==> src/rtl/conv_param_bank.sv <==
// Double-buffered, runtime-loadable weight/bias store for one conv2d layer.
// A streamed set fills the shadow bank; it is promoted to the active bank only at an image boundary.
module conv_param_bank #(
  parameter int unsigned OUTPUT_CHANNELS = 4,
  parameter int unsigned INPUT_CHANNELS  = 1,
  parameter int unsigned KERNAL_SIZE     = 3,
  parameter int unsigned WEIGHT_BITS     = 32
) (
  input  logic                          clk,
  input  logic                          reset,
  input  logic signed [WEIGHT_BITS-1:0] ld_data,
  input  logic                          ld_valid,
  output logic                          ld_ready,
  input  logic                          ld_last,
  input  logic                          mon_valid,
  input  logic                          mon_ready,
  input  logic                          mon_last,
  output logic signed [WEIGHT_BITS-1:0] o_weights [OUTPUT_CHANNELS][INPUT_CHANNELS][KERNAL_SIZE][KERNAL_SIZE],
  output logic signed [WEIGHT_BITS-1:0] o_bias [OUTPUT_CHANNELS],
  output logic                          o_params_valid,
  output logic                          o_swap,
  output logic                          o_load_err
);

  localparam int unsigned KK    = KERNAL_SIZE * KERNAL_SIZE;
  localparam int unsigned NW    = OUTPUT_CHANNELS * INPUT_CHANNELS * KK;
  localparam int unsigned TOTAL = NW + OUTPUT_CHANNELS;
  localparam int unsigned CW    = $clog2(TOTAL);

  typedef enum logic [1:0] {
    S_LOAD    = 2'd0,
    S_DRAIN   = 2'd1,
    S_PENDING = 2'd2
  } state_t;

  state_t                   state, state_nxt;
  logic [CW-1:0]            cnt;
  logic                     frame_open;
  logic signed [WEIGHT_BITS-1:0] shadow [TOTAL];

  logic mon_acc;
  logic at_end;
  logic shadow_we, cnt_inc, cnt_clr, err_c, commit;

  assign mon_acc = mon_valid & mon_ready;
  assign at_end  = (cnt == CW'(TOTAL - 1));

  // State register
  always_ff @(posedge clk or posedge reset) begin
    if (reset) state <= S_LOAD;
    else       state <= state_nxt;
  end

  // Next-state logic; ld_ready is 1 in LOAD/DRAIN so ld_valid alone means an accepted beat there
  always_comb begin
    state_nxt = state;
    unique case (state)
      S_LOAD:    if (ld_valid && at_end) state_nxt = ld_last ? S_PENDING : S_DRAIN;
      S_DRAIN:   if (ld_valid && ld_last) state_nxt = S_LOAD;
      S_PENDING: if (commit) state_nxt = S_LOAD;
      default:   state_nxt = S_LOAD;
    endcase
  end

  // Output/control decode
  always_comb begin
    ld_ready  = 1'b0;
    shadow_we = 1'b0;
    cnt_inc   = 1'b0;
    cnt_clr   = 1'b0;
    err_c     = 1'b0;
    commit    = 1'b0;
    unique case (state)
      S_LOAD: begin
        ld_ready = 1'b1;
        if (ld_valid) begin
          if (at_end) begin
            shadow_we = ld_last;
          end else if (ld_last) begin
            err_c   = 1'b1;
            cnt_clr = 1'b1;
          end else begin
            shadow_we = 1'b1;
            cnt_inc   = 1'b1;
          end
        end
      end
      S_DRAIN: begin
        ld_ready = 1'b1;
        if (ld_valid && ld_last) begin
          err_c   = 1'b1;
          cnt_clr = 1'b1;
        end
      end
      S_PENDING: begin
        // A mon beat that opens a frame blocks the commit; the closing beat enables it
        commit  = (!frame_open && !mon_acc) || (mon_acc && mon_last);
        cnt_clr = commit;
      end
      default: ;
    endcase
  end

  always_ff @(posedge clk or posedge reset) begin
    if (reset) begin
      cnt            <= '0;
      frame_open     <= 1'b0;
      o_swap         <= 1'b0;
      o_load_err     <= 1'b0;
      o_params_valid <= 1'b0;
    end else begin
      if (cnt_clr)      cnt <= '0;
      else if (cnt_inc) cnt <= cnt + CW'(1);
      if (mon_acc) frame_open <= !mon_last;
      o_swap     <= commit;
      o_load_err <= err_c;
      if (commit) o_params_valid <= 1'b1;
    end
  end

  // Shadow bank fill
  always_ff @(posedge clk or posedge reset) begin
    if (reset) begin
      for (int unsigned k = 0; k < TOTAL; k++) shadow[k] <= '0;
    end else if (shadow_we) begin
      shadow[cnt] <= ld_data;
    end
  end

  // Active bank, replaced wholesale on commit
  always_ff @(posedge clk or posedge reset) begin
    if (reset) begin
      for (int unsigned o = 0; o < OUTPUT_CHANNELS; o++) begin
        o_bias[o] <= '0;
        for (int unsigned i = 0; i < INPUT_CHANNELS; i++)
          for (int unsigned r = 0; r < KERNAL_SIZE; r++)
            for (int unsigned c = 0; c < KERNAL_SIZE; c++)
              o_weights[o][i][r][c] <= '0;
      end
    end else if (commit) begin
      for (int unsigned o = 0; o < OUTPUT_CHANNELS; o++) begin
        o_bias[o] <= shadow[NW + o];
        for (int unsigned i = 0; i < INPUT_CHANNELS; i++)
          for (int unsigned r = 0; r < KERNAL_SIZE; r++)
            for (int unsigned c = 0; c < KERNAL_SIZE; c++)
              o_weights[o][i][r][c] <= shadow[o*INPUT_CHANNELS*KK + i*KK + r*KERNAL_SIZE + c];
      end
    end
  end

endmodule

==> config.mk <==
export PLATFORM = sky130hd
export DESIGN_NAME = conv_param_bank
export DESIGN_NICKNAME = d
export VERILOG_FILES = /design/src/rtl/conv_param_bank.sv
export SDC_FILE = /design/constraint.sdc
export NUM_CORES = 2
export LEC_CHECK = 0
export CORE_AREA = 5 5 520 522
export CTS_CLUSTER_SIZE = 25
export DETAILED_ROUTE_END_ITERATION = 10
export DIE_AREA = 0 0 525 527
export GPL_ROUTABILITY_DRIVEN = 1
export PLACE_DENSITY_LB_ADDON = 0.08
export SLEW_MARGIN = 20
export SYNTH_ARGS = -nofsm -noshare
export SYNTH_HDL_FRONTEND = slang
export SYNTH_SLANG_ARGS = --single-unit
==> constraint.sdc <==
create_clock -name clk -period 115.6 [get_ports clk]
set_clock_uncertainty 0.05 [all_clocks]
set_input_delay 28.9 -clock clk [delete_from_list [all_inputs] [get_ports clk]]
set_output_delay 28.9 -clock clk [all_outputs]
set_load 0.005 [all_outputs]
==> impl_metrics.py <==
metrics = {
    "route": {
        "ant_nets": 0,
        "drc": 0,
        "via_count": 53500,
        "wl_per_cell_um": 30.3,
        "first_pass_iters": 5,
        "routed_wl_um": 324000,
        "drt-initial-drc-count": 2408,
        "vias_per_cell": 5.00,
    },
    "synthesis": {
        "yosys_warnings": 0,
        "syn_inst": 5642,
        "seq_area_frac_synth_pct": 67.1,
        "syn_nets": 5684,
        "synth_area_leaders": "dfrtp_1, mux2_2, clkbuf_1, buf_2, mux2_1",
        "synth_area_sq_mm": 0.0960,
        "synth_cell_types": 41,
        "synth_top_cell_by_area": "dfrtp_1",
        "synth_seq_cells": 2572,
        "synth_top_area_share_pct": 67.1,
        "synth.avg_cell_area_sq_um": 17.0,
    },
    "grt": {
        "grtUsageMet3_pct": 7.85,
        "busiest_layer": "met2",
        "antenna_found_initial": 25,
        "grt_use_met1_pct": 28.5,
        "grt_util_met2_pct": 38.0,
        "grt_pass1_vias": 56500,
        "grt_overflow": 0,
        "grt_max_degree": 180,
        "track_usage_pct": 23.0,
        "grt_pass1_wl_um": 457000,
    },
    "final_layout": {
        "fillerInstances": 23200,
        "final_net_count": 7006,
        "area_delta_synth_final_pct": 27.2,
        "drive_above_1_share_pct": 43.4,
    },
    "clock_network": {
        "postCtsHoldBufs": 0,
        "cts_tree": "done",
        "ctsLongestPathBuffers": 4,
        "postCtsSetupBuffers": 0,
        "post_cts_resized": 0,
        "clockRootBuffer": "clkbuf_16",
        "clock_sinks": 2572,
        "htreeDepth": 5,
        "clk_latency_ps": 910,
        "numCtsBuffers": 298,
        "clk_pin_slew_ps": 60,
    },
    "sta": {
        "fmax_mhz": 29.2,
        "period_share_pct": 29.6,
        "grt_setup_unrepaired": "no",
        "setup_viol": 0,
        "period_minus_slack_ps": 34230,
        "worst_pin_slew_ps": 1240,
        "slew_violations": 0,
        "timing.final.hold_violations": 0,
        "tns_ps": 0,
        "max_slew_margin_pct": 17.1,
    },
    "floorplanning": {
        "die_h_um": 527,
        "placementRows": 189,
        "start_util_pct": 36.3,
        "dieWidth_um": 525,
        "core_area_sq_mm": 0.265,
        "top_level_ports": 1323,
        "die-area_sq_mm": 0.277,
    },
    "worst_setup_path": {
        "start_kind": "primary input",
        "crit_path_end_kind": "flip-flop",
        "crit_arrival_ps": 34950,
        "critical_path_peak_fanout": 136,
        "cp.required_ps": 116330,
        "path_class": "primary input to flip-flop",
    },
    "placement": {
        "place_hpwl_um": 210000,
        "place.gp.congestion": 0.781,
        "port_buffers": 1322,
    },
    "run": {
        "drv_cap": 0,
    },
    "hold_path": {
        "hp-class": "flip-flop to flip-flop",
    },
    "power_and_ir_drop": {
        "irDropWorstVdd_v": 0.0000133,
        "p_per_area_mw_per_mm2": 15.7,
        "power_leakage_nw": 60.9,
        "totalPowerFinal_mw": 1.91,
    },
    "status": {
        "status": "completed",
    },
}
## cells in the final DEF (no fill, tap or decap), types with 2 or more instances in the layout
master | netlist | final
nand3_4 | 10 | 10
nand3_1 | 26 | 2
nor3_4 | 0 | 6
clkbuf_16 | 0 | 302
nand3_2 | 0 | 24
clkbuf_8 | 0 | 62
nand2_1 | 3 | 3
nand4bb_1 | 2 | 2
mux2_1 | 61 | 61
clkdlybuf4s50_1 | 0 | 1290
and3b_1 | 5 | 5
nand4_1 | 2 | 2
o21ai_0 | 4 | 4
buf_12 | 0 | 9
clkinvlp_4 | 0 | 4
mux2_2 | 2499 | 2499
or3_1 | 4 | 3
clkinv_2 | 0 | 33
clkinv_8 | 0 | 2
bufinv_16 | 0 | 9
dfrtp_1 | 2572 | 2572
nor3b_4 | 1 | 2
a21oi_1 | 6 | 6
inv_1 | 5 | 4
or4_1 | 2 | 2
clkbuf_1 | 211 | 79
buf_6 | 22 | 4
nor3b_2 | 2 | 2
inv_6 | 0 | 6
buf_4 | 11 | 121
nor2_1 | 2 | 2
nand2b_1 | 3 | 3
ha_1 | 3 | 3
buf_2 | 157 | 2
diode_2 | 0 | 8
nand3b_1 | 3 | 3
## critical path, cell delays in order
cell and delay (ps):
clkdlybuf4s50_1 460, a21boi_0 410, or3_4 650, buf_12 630
buf_4 780, buf_4 650, buf_4 730, buf_4 870
mux2_2 420
## layer usage
layer  vias up  routed length, um
met3       431              26200
met4         0              12000
met1     29100             131000
met2      1442             155000
li1      22600                  -
met5         -                  0
## kinds of logic (layout without fill, tap and decap cells)
family	Yosys count	in the layout	share of synthesized area, %
AND/OR/NAND/NOR	80	80	0.721
buffers and inverters	410	1932	2.02
XOR/XNOR	1	1	0.00913
other	0	8	0
multiplexers	2561	2561	30.0
adder cells (fa/ha/maj)	3	3	0.0391
AO/OA/AOI/OAI	15	15	0.0939
flip-flops	2572	2572	67.1
## state kept, by name (all words and copies together) (netlist names)
register	count
o_swap	1
frame_open	1
shadow	1280
o_params_valid	1
o_weights	1152
o_load_err	1
o_bias	128
cnt	6
state	2
## synthesized netlist by cell type (all sizes together)
cell     count
a211oi       1
a21boi       1
a21oi        6
a41oi        1
and3         1
and3b        5
buf        194
clkbuf     211
dfrtp     2572
ha           3
inv          5
mux2      2560
mux2i        1
nand2        3
nand2b       3
nand3       36
nand3b       3
nand4        2
nand4bb      2
nor2         2
nor3         7
nor3b        4
nor4         1
nor4b        1
nor4bb       1
o21ai        4
o31ai        1
o32ai        1
or2          1
or3          4
or3b         1
or4          2
or4b         1
xnor2        1
## worst paths after layout
path                             start               to  slack [ps]  cells after the start
min reg2reg                shadow[158]    o_weights[30]         370                      1
min in group asynchronous        reset      shadow[679]       28560                      2
max reg2reg                   state[0]   o_weights[478]      109350                      8
min                        shadow[158]    o_weights[30]         370                      1
max                          mon_valid   o_weights[478]       81370                      9
max in group asynchronous        reset  o_weights[1139]       82270                      7
## cell type report
cell class,instances,area (sq um),share of cell area (%)
sequential,2572,64400,52.7
antenna,8,20.0,0.0164
tap,3533,4420,3.62
timing repair buffer,1427,14100,11.5
multi-input combinational,2660,29800,24.4
clock inverter,57,609,0.499
clock buffer,443,8710,7.13
inverter,5,26.3,0.0215
## through the flow
stage,hold slack [ps],instances,worst slack (ps),area (sq um),utilization [%]
2_1_floorplan,404,5642,13950,96000,-
3_3_place_gp,404,10200,80390,113000,42.6
3_5_place_dp,422,10200,80410,113000,42.6
4_1_cts,376,10700,81380,122000,46.1
5_1_grt,399,10700,81080,122000,46.1
6_report,375,10700,81370,122000,46.1
## report_power, final
part | total (mW) | switching, mW | internal, mW
logic | 0.0694 | 0.0453 | 0.0242
clock network | 0.905 | 0.367 | 0.539
registers | 0.940 | 0.0128 | 0.927
total | 1.91 | 0.425 | 1.49
(Power assumes the default switching activity.)
